**src/rtl/chip_spi_pkg.sv**
```systemverilog
// Shared definitions for the chip-side SPI responder: header field layout,
// frame state encoding and word size.
package chip_spi_pkg;

  localparam int WORD_BITS = 32;

  localparam int RW_BIT   = 31;
  localparam int LEN_MSB  = 23;
  localparam int LEN_LSB  = 16;
  localparam int ADDR_MSB = 15;
  localparam int ADDR_LSB = 0;

  typedef enum logic [2:0] {
    IDLE,
    HDR,
    WDATA,
    RDATA,
    DONE
  } state_t;

endpackage

```
**src/rtl/chip_spi_slave_if.sv**
```systemverilog
// Internal memory port driven by the SPI responder (master side) and served
// by the weight/activation storage (slave side).
interface chip_spi_slave_if #(
  parameter int ADDR_W = 16,
  parameter int DATA_W = 32
) ();
  logic              wr_en;
  logic [ADDR_W-1:0] wr_addr;
  logic [DATA_W-1:0] wr_data;
  logic              rd_en;
  logic [ADDR_W-1:0] rd_addr;
  logic [DATA_W-1:0] rd_data;

  modport master (output wr_en, wr_addr, wr_data, rd_en, rd_addr, input rd_data);
  modport slave  (input wr_en, wr_addr, wr_data, rd_en, rd_addr, output rd_data);
endinterface

```
**src/rtl/spi_sync_edge.sv**
```systemverilog
// Synchronizer chain for one SPI pad input plus registered edge detect; the
// level output carries the same latency as the edge pulses.
module spi_sync_edge #(
  parameter int SYNC_STAGES = 2
) (
  input  logic clk,
  input  logic rst_n,
  input  logic din,
  output logic level,
  output logic rise,
  output logic fall
);

  logic [SYNC_STAGES-1:0] sync_p;

  // Reset to 0 so a CS held low through reset never looks like a fresh fall.
  always_ff @(posedge clk or negedge rst_n) begin
    if (!rst_n) begin
      sync_p <= '0;
      level  <= 1'b0;
      rise   <= 1'b0;
      fall   <= 1'b0;
    end else begin
      sync_p <= {sync_p[SYNC_STAGES-2:0], din};
      level  <= sync_p[SYNC_STAGES-1];
      rise   <= sync_p[SYNC_STAGES-1] & ~level;
      fall   <= ~sync_p[SYNC_STAGES-1] & level;
    end
  end

endmodule

```
**src/rtl/chip_spi_slave.sv**
```systemverilog
// Chip-side SPI mode-0 responder: decodes framed burst headers and turns them
// into word writes or prefetched word reads on the internal memory port.
module chip_spi_slave
  import chip_spi_pkg::*;
#(
  parameter int ADDR_W      = 16,
  parameter int DATA_W      = 32,
  parameter int SYNC_STAGES = 2
) (
  input  logic              CLK,
  input  logic              rst_n,
  input  logic              spi_cs,
  input  logic              spi_sck,
  input  logic              spi_mosi,
  output logic              spi_miso,
  output logic              busy,
  output logic              frame_done,
  output logic              abort,
  chip_spi_slave_if.master  mem
);

  logic cs_rise, cs_fall, cs_lvl_unused;
  logic sck_rise, sck_fall, sck_lvl_unused;
  logic mosi_lvl, mosi_rise_unused, mosi_fall_unused;

  spi_sync_edge #(.SYNC_STAGES(SYNC_STAGES)) u_cs (
    .clk(CLK), .rst_n(rst_n), .din(spi_cs),
    .level(cs_lvl_unused), .rise(cs_rise), .fall(cs_fall));
  spi_sync_edge #(.SYNC_STAGES(SYNC_STAGES)) u_sck (
    .clk(CLK), .rst_n(rst_n), .din(spi_sck),
    .level(sck_lvl_unused), .rise(sck_rise), .fall(sck_fall));
  spi_sync_edge #(.SYNC_STAGES(SYNC_STAGES)) u_mosi (
    .clk(CLK), .rst_n(rst_n), .din(spi_mosi),
    .level(mosi_lvl), .rise(mosi_rise_unused), .fall(mosi_fall_unused));

  state_t              state, state_nxt;
  logic [4:0]          bit_cnt;
  logic [7:0]          count;
  logic [ADDR_W-1:0]   addr;
  logic [DATA_W-2:0]   rx_sr;
  logic [DATA_W-1:0]   rx_word, tx_sr;
  logic                tx_load;
  logic                word_end;
  logic                wr_en_nxt, rd_en_nxt, frame_done_nxt, abort_nxt;
  logic                wr_en_q, rd_en_q;
  logic [ADDR_W-1:0]   wr_addr_q, rd_addr_q;
  logic [DATA_W-1:0]   wr_data_q;

  assign rx_word  = {rx_sr, mosi_lvl};
  assign word_end = sck_rise && (bit_cnt == 5'(WORD_BITS - 1));
  assign busy     = (state != IDLE);

  assign mem.wr_en   = wr_en_q;
  assign mem.wr_addr = wr_addr_q;
  assign mem.wr_data = wr_data_q;
  assign mem.rd_en   = rd_en_q;
  assign mem.rd_addr = rd_addr_q;

  always_comb begin
    state_nxt      = state;
    wr_en_nxt      = 1'b0;
    rd_en_nxt      = 1'b0;
    frame_done_nxt = 1'b0;
    abort_nxt      = 1'b0;
    case (state)
      IDLE:  if (cs_fall) state_nxt = HDR;
      HDR:   if (word_end) begin
               state_nxt = rx_word[RW_BIT] ? WDATA : RDATA;
               rd_en_nxt = !rx_word[RW_BIT];
             end
      WDATA: if (word_end) begin
               wr_en_nxt = 1'b1;
               if (count == '0) state_nxt = DONE;
             end
      RDATA: if (word_end) begin
               if (count == '0) state_nxt = DONE;
               else             rd_en_nxt = 1'b1;
             end
      DONE:  ;
      default: state_nxt = IDLE;
    endcase
    // CS release overrides any word completing in the same cycle.
    if (state != IDLE && cs_rise) begin
      state_nxt = IDLE;
      wr_en_nxt = 1'b0;
      rd_en_nxt = 1'b0;
      if (state == DONE) frame_done_nxt = 1'b1;
      else               abort_nxt      = 1'b1;
    end
  end

  // Control stage: state, counters, strobes and the memory-port registers.
  always_ff @(posedge CLK or negedge rst_n) begin
    if (!rst_n) begin
      state      <= IDLE;
      bit_cnt    <= '0;
      count      <= '0;
      addr       <= '0;
      wr_en_q    <= 1'b0;
      rd_en_q    <= 1'b0;
      wr_addr_q  <= '0;
      rd_addr_q  <= '0;
      wr_data_q  <= '0;
      frame_done <= 1'b0;
      abort      <= 1'b0;
      tx_load    <= 1'b0;
      spi_miso   <= 1'b0;
    end else begin
      state      <= state_nxt;
      wr_en_q    <= wr_en_nxt;
      rd_en_q    <= rd_en_nxt;
      frame_done <= frame_done_nxt;
      abort      <= abort_nxt;
      tx_load    <= rd_en_q;

      if (state == IDLE)
        bit_cnt <= '0;
      else if (sck_rise && (state == HDR || state == WDATA || state == RDATA))
        bit_cnt <= bit_cnt + 5'd1;

      if (state == HDR && word_end && !cs_rise) begin
        addr      <= rx_word[ADDR_LSB +: ADDR_W];
        rd_addr_q <= rx_word[ADDR_LSB +: ADDR_W];
        count     <= rx_word[LEN_MSB:LEN_LSB];
      end else if (state == WDATA && wr_en_nxt) begin
        wr_addr_q <= addr;
        wr_data_q <= rx_word;
        addr      <= addr + 1'b1;
        count     <= count - 1'b1;
      end else if (state == RDATA && rd_en_nxt) begin
        addr      <= addr + 1'b1;
        rd_addr_q <= addr + 1'b1;
        count     <= count - 1'b1;
      end

      if (state != RDATA)
        spi_miso <= 1'b0;
      else if (sck_fall)
        spi_miso <= tx_sr[DATA_W-1];
    end
  end

  // Data stage: receive and transmit shift registers.
  always_ff @(posedge CLK) begin
    if (sck_rise)
      rx_sr <= rx_word[DATA_W-2:0];
    if (tx_load)
      tx_sr <= mem.rd_data;
    else if (state == RDATA && sck_fall)
      tx_sr <= {tx_sr[DATA_W-2:0], 1'b0};
  end

endmodule

```
**src/flat_wrapper.sv**
```systemverilog
// flat-port wrapper written by rule: the top's interface ports become plain ports
module chip_spi_slave_flat import chip_spi_pkg::*;
#(
  parameter int ADDR_W      = 16,
  parameter int DATA_W      = 32,
  parameter int SYNC_STAGES = 2
)
  (CLK, rst_n, spi_cs, spi_sck, spi_mosi, spi_miso, busy, frame_done, abort, mem_wr_en, mem_wr_addr, mem_wr_data, mem_rd_en, mem_rd_addr, mem_rd_data);
  chip_spi_slave_if #(.ADDR_W(ADDR_W), .DATA_W(DATA_W)) mem_i ();
  input  logic CLK;
  input  logic rst_n;
  input  logic spi_cs;
  input  logic spi_sck;
  input  logic spi_mosi;
  output logic spi_miso;
  output logic busy;
  output logic frame_done;
  output logic abort;
  output wire logic [$bits(mem_i.wr_en)-1:0] mem_wr_en;
  output wire logic [$bits(mem_i.wr_addr)-1:0] mem_wr_addr;
  output wire logic [$bits(mem_i.wr_data)-1:0] mem_wr_data;
  output wire logic [$bits(mem_i.rd_en)-1:0] mem_rd_en;
  output wire logic [$bits(mem_i.rd_addr)-1:0] mem_rd_addr;
  input wire logic [$bits(mem_i.rd_data)-1:0] mem_rd_data;
  assign mem_wr_en = mem_i.wr_en;
  assign mem_wr_addr = mem_i.wr_addr;
  assign mem_wr_data = mem_i.wr_data;
  assign mem_rd_en = mem_i.rd_en;
  assign mem_rd_addr = mem_i.rd_addr;
  assign mem_i.rd_data = mem_rd_data;
  chip_spi_slave #(.ADDR_W(ADDR_W), .DATA_W(DATA_W), .SYNC_STAGES(SYNC_STAGES)) u_core (.CLK(CLK), .rst_n(rst_n), .spi_cs(spi_cs), .spi_sck(spi_sck), .spi_mosi(spi_mosi), .spi_miso(spi_miso), .busy(busy), .frame_done(frame_done), .abort(abort), .mem(mem_i));
endmodule
```
**config.mk**
```make
export PLATFORM = sky130hd
export DESIGN_NAME = chip_spi_slave_flat
export DESIGN_NICKNAME = d
export VERILOG_FILES = /design/src/rtl/chip_spi_pkg.sv /design/src/rtl/chip_spi_slave_if.sv /design/src/rtl/spi_sync_edge.sv /design/src/rtl/chip_spi_slave.sv /design/src/flat_wrapper.sv
export SDC_FILE = /design/constraint.sdc
export NUM_CORES = 1
export LEC_CHECK = 0
export BUFFER_PORTS_ARGS = -buffer_cell sky130_fd_sc_hd__buf_2
export CORE_MARGIN = 2
export CORE_UTILIZATION = 44
export DETAILED_ROUTE_END_ITERATION = 16
export PLACE_DENSITY_LB_ADDON = 0.08
export SYNTH_ARGS = -nofsm -noshare
export SYNTH_HDL_FRONTEND = slang
export SYNTH_SLANG_ARGS = --single-unit
```
**constraint.sdc**
```tcl
create_clock -name CLK -period 2.5 [get_ports CLK]
set_clock_uncertainty 0.15 [all_clocks]
set_input_delay 0.375 -clock CLK [delete_from_list [all_inputs] [get_ports CLK]]
set_output_delay 0.375 -clock CLK [all_outputs]
set_load 0.02 [all_outputs]
```
# Yosys cells after proc, flatten, opt, wreduce, memory -nomap -nowiden
# Index checks and enable logic that the tools add are counted.
[word_totals] regBits=178 mem_bits_ro=0 n_memories=0 ram_bits=0 latchBits=0 output_inout_bits=70
[op_classes] reduce_logical=24 muxes=33 shifts=0 bitwise=9 add_sub_neg=3 order_cmp=0 eq_ne=12 n_div=0 n_mul=0
[ops] op="$mux 16" count=5
[ops] op="$mux 32" count=2
[ops] op="$mux 8" count=3
[ops] op="$add 16x1->16 const B" count=1
[ops] op="$mux 3" count=5
[ops] op="$mux 1" count=14
[ops] op="$pmux 3 s4" count=1
[ops] op="$mux 5" count=2
[ops] op="$ne 3x1->1 const B" count=3
[ops] op="$logic_and 1x1->1" count=8
[ops] op="$logic_not 8->1" count=1
[ops] op="$reduce_bool 2->1" count=4
[ops] op="$sub 8x1->8 const B" count=1
[ops] op="$eq 3x2->1 const B" count=2
[ops] op="$ne 3x2->1 const B" count=2
[ops] op="$reduce_bool 3->1" count=2
[ops] op="$add 5x1->5 const B" count=1
[ops] op="$eq 5x5->1 const B" count=1
[ops] op="$not 1->1" count=5
[ops] op="$reduce_and 5->1" count=1
[ops] op="$and 1x1->1" count=4
[ops] op="$ne 2x1->1 const B" count=2
[ops] op="$reduce_and 2->1" count=2
[ops] op="$eq 3x1->1 const B" count=1
[ops] op="other kinds (6)" count=8

# Logic depth before layout (Yosys ltp)
[depth] depth_word=9 mapped_depth=12 ltp_nobuf=9

# Cells and area by module
# From an unflattened synthesis, not the netlist that was laid out.
[hier_totals] cells_unflattened=643 hier_area_um2=7405.9
[modules_own_cells] mod="chip_spi_slave" cells_each=622 area_each_um2=6985.4 seq_area_each_um2=4444.3 n_inst=1
[modules_own_cells] mod="spi_sync_edge" cells_each=7 area_each_um2=140.1 seq_area_each_um2=125.1 n_inst=3

# Worst setup path before layout
# Ideal clock, no wire load.
[synth_timing] path_kind="reg-to-reg" startpoint="reg u_core.u_sck.rise" endpoint="reg u_core.addr[10]" stages_incl_launch_ff=9 t_arrival_ns=2.479 slack_ns=-0.254 required_time_ns=2.225 path_buffers=3 path_cell_list="dfrtp_1 -> buf_4 -> nand2_4 -> or4_4 -> buf_6 -> clkinv_4 -> a21o_1 -> buf_6 -> mux2_2"
[synth_via] elab_chain_len=7 elab_cells_between_ends=15 cone_classes="9 x mux; 6 x reduce/logical"
[synth_rtl] element="start, declared" line="spi_sync_edge.sv:10" rtl="output logic rise,"
[synth_rtl] element="start signal, assigned" line="spi_sync_edge.sv:26" rtl="rise <= sync_p[SYNC_STAGES-1] & ~level;"
[synth_rtl] element="$logic_and 1x1->1 (*)" line="chip_spi_slave.sv:50" rtl="assign word_end = sck_rise && (bit_cnt == 5'(WORD_BITS - 1));"
[synth_rtl] element="$mux 1" line="chip_spi_slave.sv:71" rtl="WDATA: if (word_end) begin"
[synth_rtl] element="$mux 1" line="chip_spi_slave.sv:65" rtl="case (state)"
[synth_rtl] element="$mux 1" line="chip_spi_slave.sv:83" rtl="if (state != IDLE && cs_rise) begin"
[synth_rtl] element="$logic_and 1x1->1" line="chip_spi_slave.sv:125" rtl="end else if (state == WDATA && wr_en_nxt) begin"
[synth_rtl] element="$mux 16" line="chip_spi_slave.sv:125"
[synth_rtl] element="$mux 16" line="chip_spi_slave.sv:121" rtl="if (state == HDR && word_end && !cs_rise) begin"
[synth_rtl] element="end signal, assigned" line="chip_spi_slave.sv:122" rtl="addr <= rx_word[ADDR_LSB +: ADDR_W];"
[synth_rtl] element="end signal, assigned" line="chip_spi_slave.sv:128" rtl="addr <= addr + 1'b1;"
[synth_rtl] element="end signal, assigned" line="chip_spi_slave.sv:131" rtl="addr <= addr + 1'b1;"
[synth_rtl] element="end, declared" line="chip_spi_slave.sv:39" rtl="logic [ADDR_W-1:0] addr;"
# Every way passes the cells marked *; elsewhere a longest branch is shown, timed or not.
# A chain may end at the register's enable or synchronous reset.

# Worst setup path in the final report
[layout_timing] startpoint="reg u_core.bit_cnt[1]" endpoint="reg u_core.addr[2]"
[layout_via] elab_chain_len=8 elab_cells_between_ends=16 cone_classes="1 x eq/ne; 9 x mux; 6 x reduce/logical"
[layout_rtl] element="start, declared" line="chip_spi_slave.sv:37" rtl="logic [4:0] bit_cnt;"
[layout_rtl] element="start signal, assigned" line="chip_spi_slave.sv:119" rtl="bit_cnt <= bit_cnt + 5'd1;"
[layout_rtl] element="$eq 5x5->1 (*)" line="chip_spi_slave.sv:50"
[layout_rtl] element="$logic_and 1x1->1 (*)" line="chip_spi_slave.sv:50"
[layout_rtl] element="$mux 1" line="chip_spi_slave.sv:71"
[layout_rtl] element="$mux 1" line="chip_spi_slave.sv:65"
[layout_rtl] element="$mux 1" line="chip_spi_slave.sv:83"
[layout_rtl] element="$logic_and 1x1->1" line="chip_spi_slave.sv:125"
[layout_rtl] element="$mux 16" line="chip_spi_slave.sv:125"
[layout_rtl] element="$mux 16" line="chip_spi_slave.sv:121"
# Marked as above.

==> impl_metrics.csv <==
group,metric,value,unit
outcome,status,"complete, no violations",
power_and_ir_drop,seq_power_share,0.535,
power_and_ir_drop,ir_worst_vdd,0.479,mV
logic_synthesis,syn_avg_cell_area,11.9,sq um
layout,multi_input_area,0.00246,sq mm
route,antenna_left,0,
layout,fin_area,0.00901,sq mm
timing,tightest_slew,0.737,ns
floorplanning,rows,47,
route,dr.pass1.iters,4,
global_routing,grt_max_degree,54,
place,portBuffers,106,
timing,max-slew-margin-rel,0.508,
logic_synthesis,synth_area,0.00744,sq mm
layout,final_common_cell,"nand2_1",
critical_path,reg2reg_depth,10,
timing,setup_viol,0,
clock_network,cts_inserted_buffers,17,
place,dp_hpwl,11.1,mm
min_path,min_to,"u_core.tx_sr[0]$_SDFFCE_PN0P_",
route,wl_per_cell,16.7,microns
clock_network,clockBufferDepth,2,
timing,hold_viol,0,
global_routing,grt.met1_usage,0.292,
floorplanning,die_h,134,microns
route,viasPerCell,5.12,
layout,nFillCells,1529,
layout,areaGrowthSynthToFinish,21.1,%
power_and_ir_drop,pwr-share-comb,0.022,
logic_synthesis,yosysSeqAreaShare,0.641,
layout,regArea,0.00477,sq mm
global_routing,grt_pass1_wl,27.0,mm
logic_synthesis,synth.largest_area_cell,"dfrtp_1",
power_and_ir_drop,clock_power_share,0.442,
critical_path,crit_fanout,7,
critical_path,timing.rr.end,"u_core.addr[2]$_DFFE_PN0P_",
logic_synthesis,synthFlopType,"dfrtp_1",
global_routing,grt-ovfl-total,0,
critical_path,end_kind,"register",
logic_synthesis,synth-warning-count,0,
logic_synthesis,synth_top_area_share,0.387,
job,drv_cap,0,
logic_synthesis,synth_edf_count,63,
route,vias,5041,
power_and_ir_drop,leakage,4.38,nW
timing,fin_crit,2.43,ns
layout,drive_gt1_frac,0.319,
timing,final.period_utilization,0.970,
clock_network,worstSkewPairLatency,0.43,ns
logic_synthesis,synthCells,625,
global_routing,grt_use_met2,0.278,
floorplanning,coreArea,0.0166,sq mm
clock_network,cts-htree-levels,4,
global_routing,grt_pass1_vias,5042,
logic_synthesis,synth_seq_cells,178,
global_routing,antenna_found_initial,0,
critical_path,arrival,2.59,ns
layout,layout_common_cells,"nand2_1, dfrtp_1, buf_2, edfxtp_1, mux2_2",
logic_synthesis,ys_top_cells_by_area,"dfrtp_1, edfxtp_1, nand2_1",
critical_path,r2r_slack,0.07,ns
power_and_ir_drop,intPower,4.49,mW
clock_network,cts.sinks,178,
global_routing,busiest_layer,"met1",
floorplanning,start_util,0.449,
logic_synthesis,post_synth_num_cell_types,57,
floorplanning,die_area,0.0180,sq mm
critical_path,rr_startpoint,"u_core.bit_cnt[1]$_DFFE_PN0P_",
min_path,hp-start,"mem_rd_data[0]",
logic_synthesis,async_reset_ff_frac,0.646,
floorplanning,ios,107,
power_and_ir_drop,power_density,639,mW/mm^2
power_and_ir_drop,p_sw,1.27,mW
route,totalWireLength,16.4,mm
clock_network,path_clk_slew,0.07,ns
place,place_inst,942,
clock_network,cts_tree,"built",
place,post-place-ws,-0.0647,ns
min_path,min_path_type,"in -> reg",
timing,final_max_slew_viol_count,0,
layout,instances_no_fill,984,
place,dpl_cell_area,0.00830,sq mm
route,drc,0,
place,gp_congestion,0.841,
min_path,min_path_cells,2,
logic_synthesis,syn_nets,667,
layout,layout.nets,793,
global_routing,met3_usage,0.0397,
global_routing,track_usage,0.193,
clock_network,root_buffer,"clkbuf_16",
power_and_ir_drop,switching_share,0.221,
critical_path,startpoint_type,"register",
timing,fmax,412,MHz
critical_path,crit_type,"reg -> reg",
critical_path,worstPathRequired,2.67,ns
route,drt_iter0_drc,329,
layout,antennaDiodeCount,0,
floorplanning,die_x,134,microns
timing,setup_ws,0.0747,ns
-- power groups by stage --
stage	registers, mW	logic, mW	clock network (mW)
floorplan	3.13	0.0280	0
global placement	3.14	0.121	0
detailed placement	3.14	0.125	0
CTS	3.08	0.132	2.60
global route	3.09	0.148	2.72
finish	3.08	0.129	2.55
-- per-layer routing --
metal / wire length [microns] / vias to the layer above
li1: - / 2410
met1: 8470 / 2512
met2: 7150 / 105
met3: 623 / 14
met4: 205 / 0
met5: 0 / -
-- worst max-delay path, stage by stage (launching register included) --
cell and delay (ns):
dfrtp_1 0.36, ha_2 0.20, and3_4 0.20, ha_4 0.14, nand2_4 0.05, or4_4 0.50
clkinv_4 0.09, a21o_4 0.11, bufbuf_16 0.26, o21ai_0 0.08, a21o_1 0.18
-- logic make-up (layout without fill, tap and decap cells) --
group                    Yosys count  count (layout)  synth area share
AO/OA/AOI/OAI                     93              93            0.0851
XOR/XNOR                          16              16            0.0188
adder cells (fa/ha/maj)            5               5           0.00841
buffers and inverters             48             187            0.0348
flip-flops                       178             178             0.641
multiplexers                      51              51            0.0757
AND/OR/NAND/NOR                  234             234             0.136
-- cells in the mapped netlist, drive strengths merged, types with 2 or more instances --
cell type    n
nand3b       2
nand3       10
inv         15
a21oi       25
or4          2
o21ai       34
o31a         2
a32o         2
ha           5
xor2         3
clkbuf      14
a21o         3
nor2b        5
mux2i        9
a22oi        9
o2bb2ai      3
xnor2       13
nand4        4
and3         2
edfxtp      63
o22ai        4
dfrtp      115
nor2        22
or2          2
buf         18
mux2        42
nand2b       3
a31o         3
or3          2
nor4         4
nand2      161
nor3        11
a31oi        2
-- repair_timing --
item                       4_1_cts  5_1_grt
setup endpoints to repair       17       20
buffers inserted                 2        3
resized for setup                4        6
hold endpoints to repair        49        0
hold buffers                     4        0
cloned                           1        0
-- cell type report --
cell class / instances / share of cell area
sequential: 178 / 0.529
multi-input combinational: 399 / 0.273
inverter: 16 / 0.00722
timing repair buffer: 139 / 0.0979
tap: 220 / 0.0305
clock buffer: 19 / 0.0480
clock inverter: 13 / 0.0140
-- worst max path at each step --
stage	to	slack, ns	cells past startpoint	startpoint
2_1_floorplan	u_core.addr[10]$_DFFE_PN0P_	0.05	8	u_core.u_sck.rise$_DFF_PN0_
3_3_place_gp	u_core.addr[10]$_DFFE_PN0P_	0.05	9	u_core.bit_cnt[0]$_DFFE_PN0P_
3_5_place_dp	u_core.addr[2]$_DFFE_PN0P_	-0.06	8	u_core.bit_cnt[0]$_DFFE_PN0P_
4_1_cts	u_core.count[5]$_DFFE_PN0P_	0.009	9	u_core.count[1]$_DFFE_PN0P_
5_1_grt	u_core.mem.rd_addr[7]$_DFFE_PN0P_	-0.009	9	u_core.bit_cnt[1]$_DFFE_PN0P_
6_report	u_core.addr[2]$_DFFE_PN0P_	0.07	10	u_core.bit_cnt[1]$_DFFE_PN0P_
-- registers in the layout (all words and copies together), names as in the netlist, 2 cells and up --
name / count
u_core.u_cs.sync_p: 2
u_core.mem.wr_data: 32
u_core.tx_sr: 32
u_core.u_sck.sync_p: 2
u_core.rx_sr: 31
u_core.mem.wr_addr: 16
u_core.state: 3
u_core.addr: 16
u_core.u_mosi.sync_p: 2
u_core.bit_cnt: 5
u_core.count: 8
u_core.mem.rd_addr: 16
-- stage by stage --
stage	util	hold WS [ns]	TNS, ns	power (mW)
2_1_floorplan	-	-0.0706	0	3.16
3_3_place_gp	0.500	0.183	0	3.26
3_5_place_dp	0.500	0.196	-0.361	3.27
4_1_cts	0.540	0.0601	0	5.82
5_1_grt	0.544	0.0813	-0.0145	5.96
6_report	0.544	0.0759	0	5.76
No activity file was read; power rests on OpenSTA's default activity.
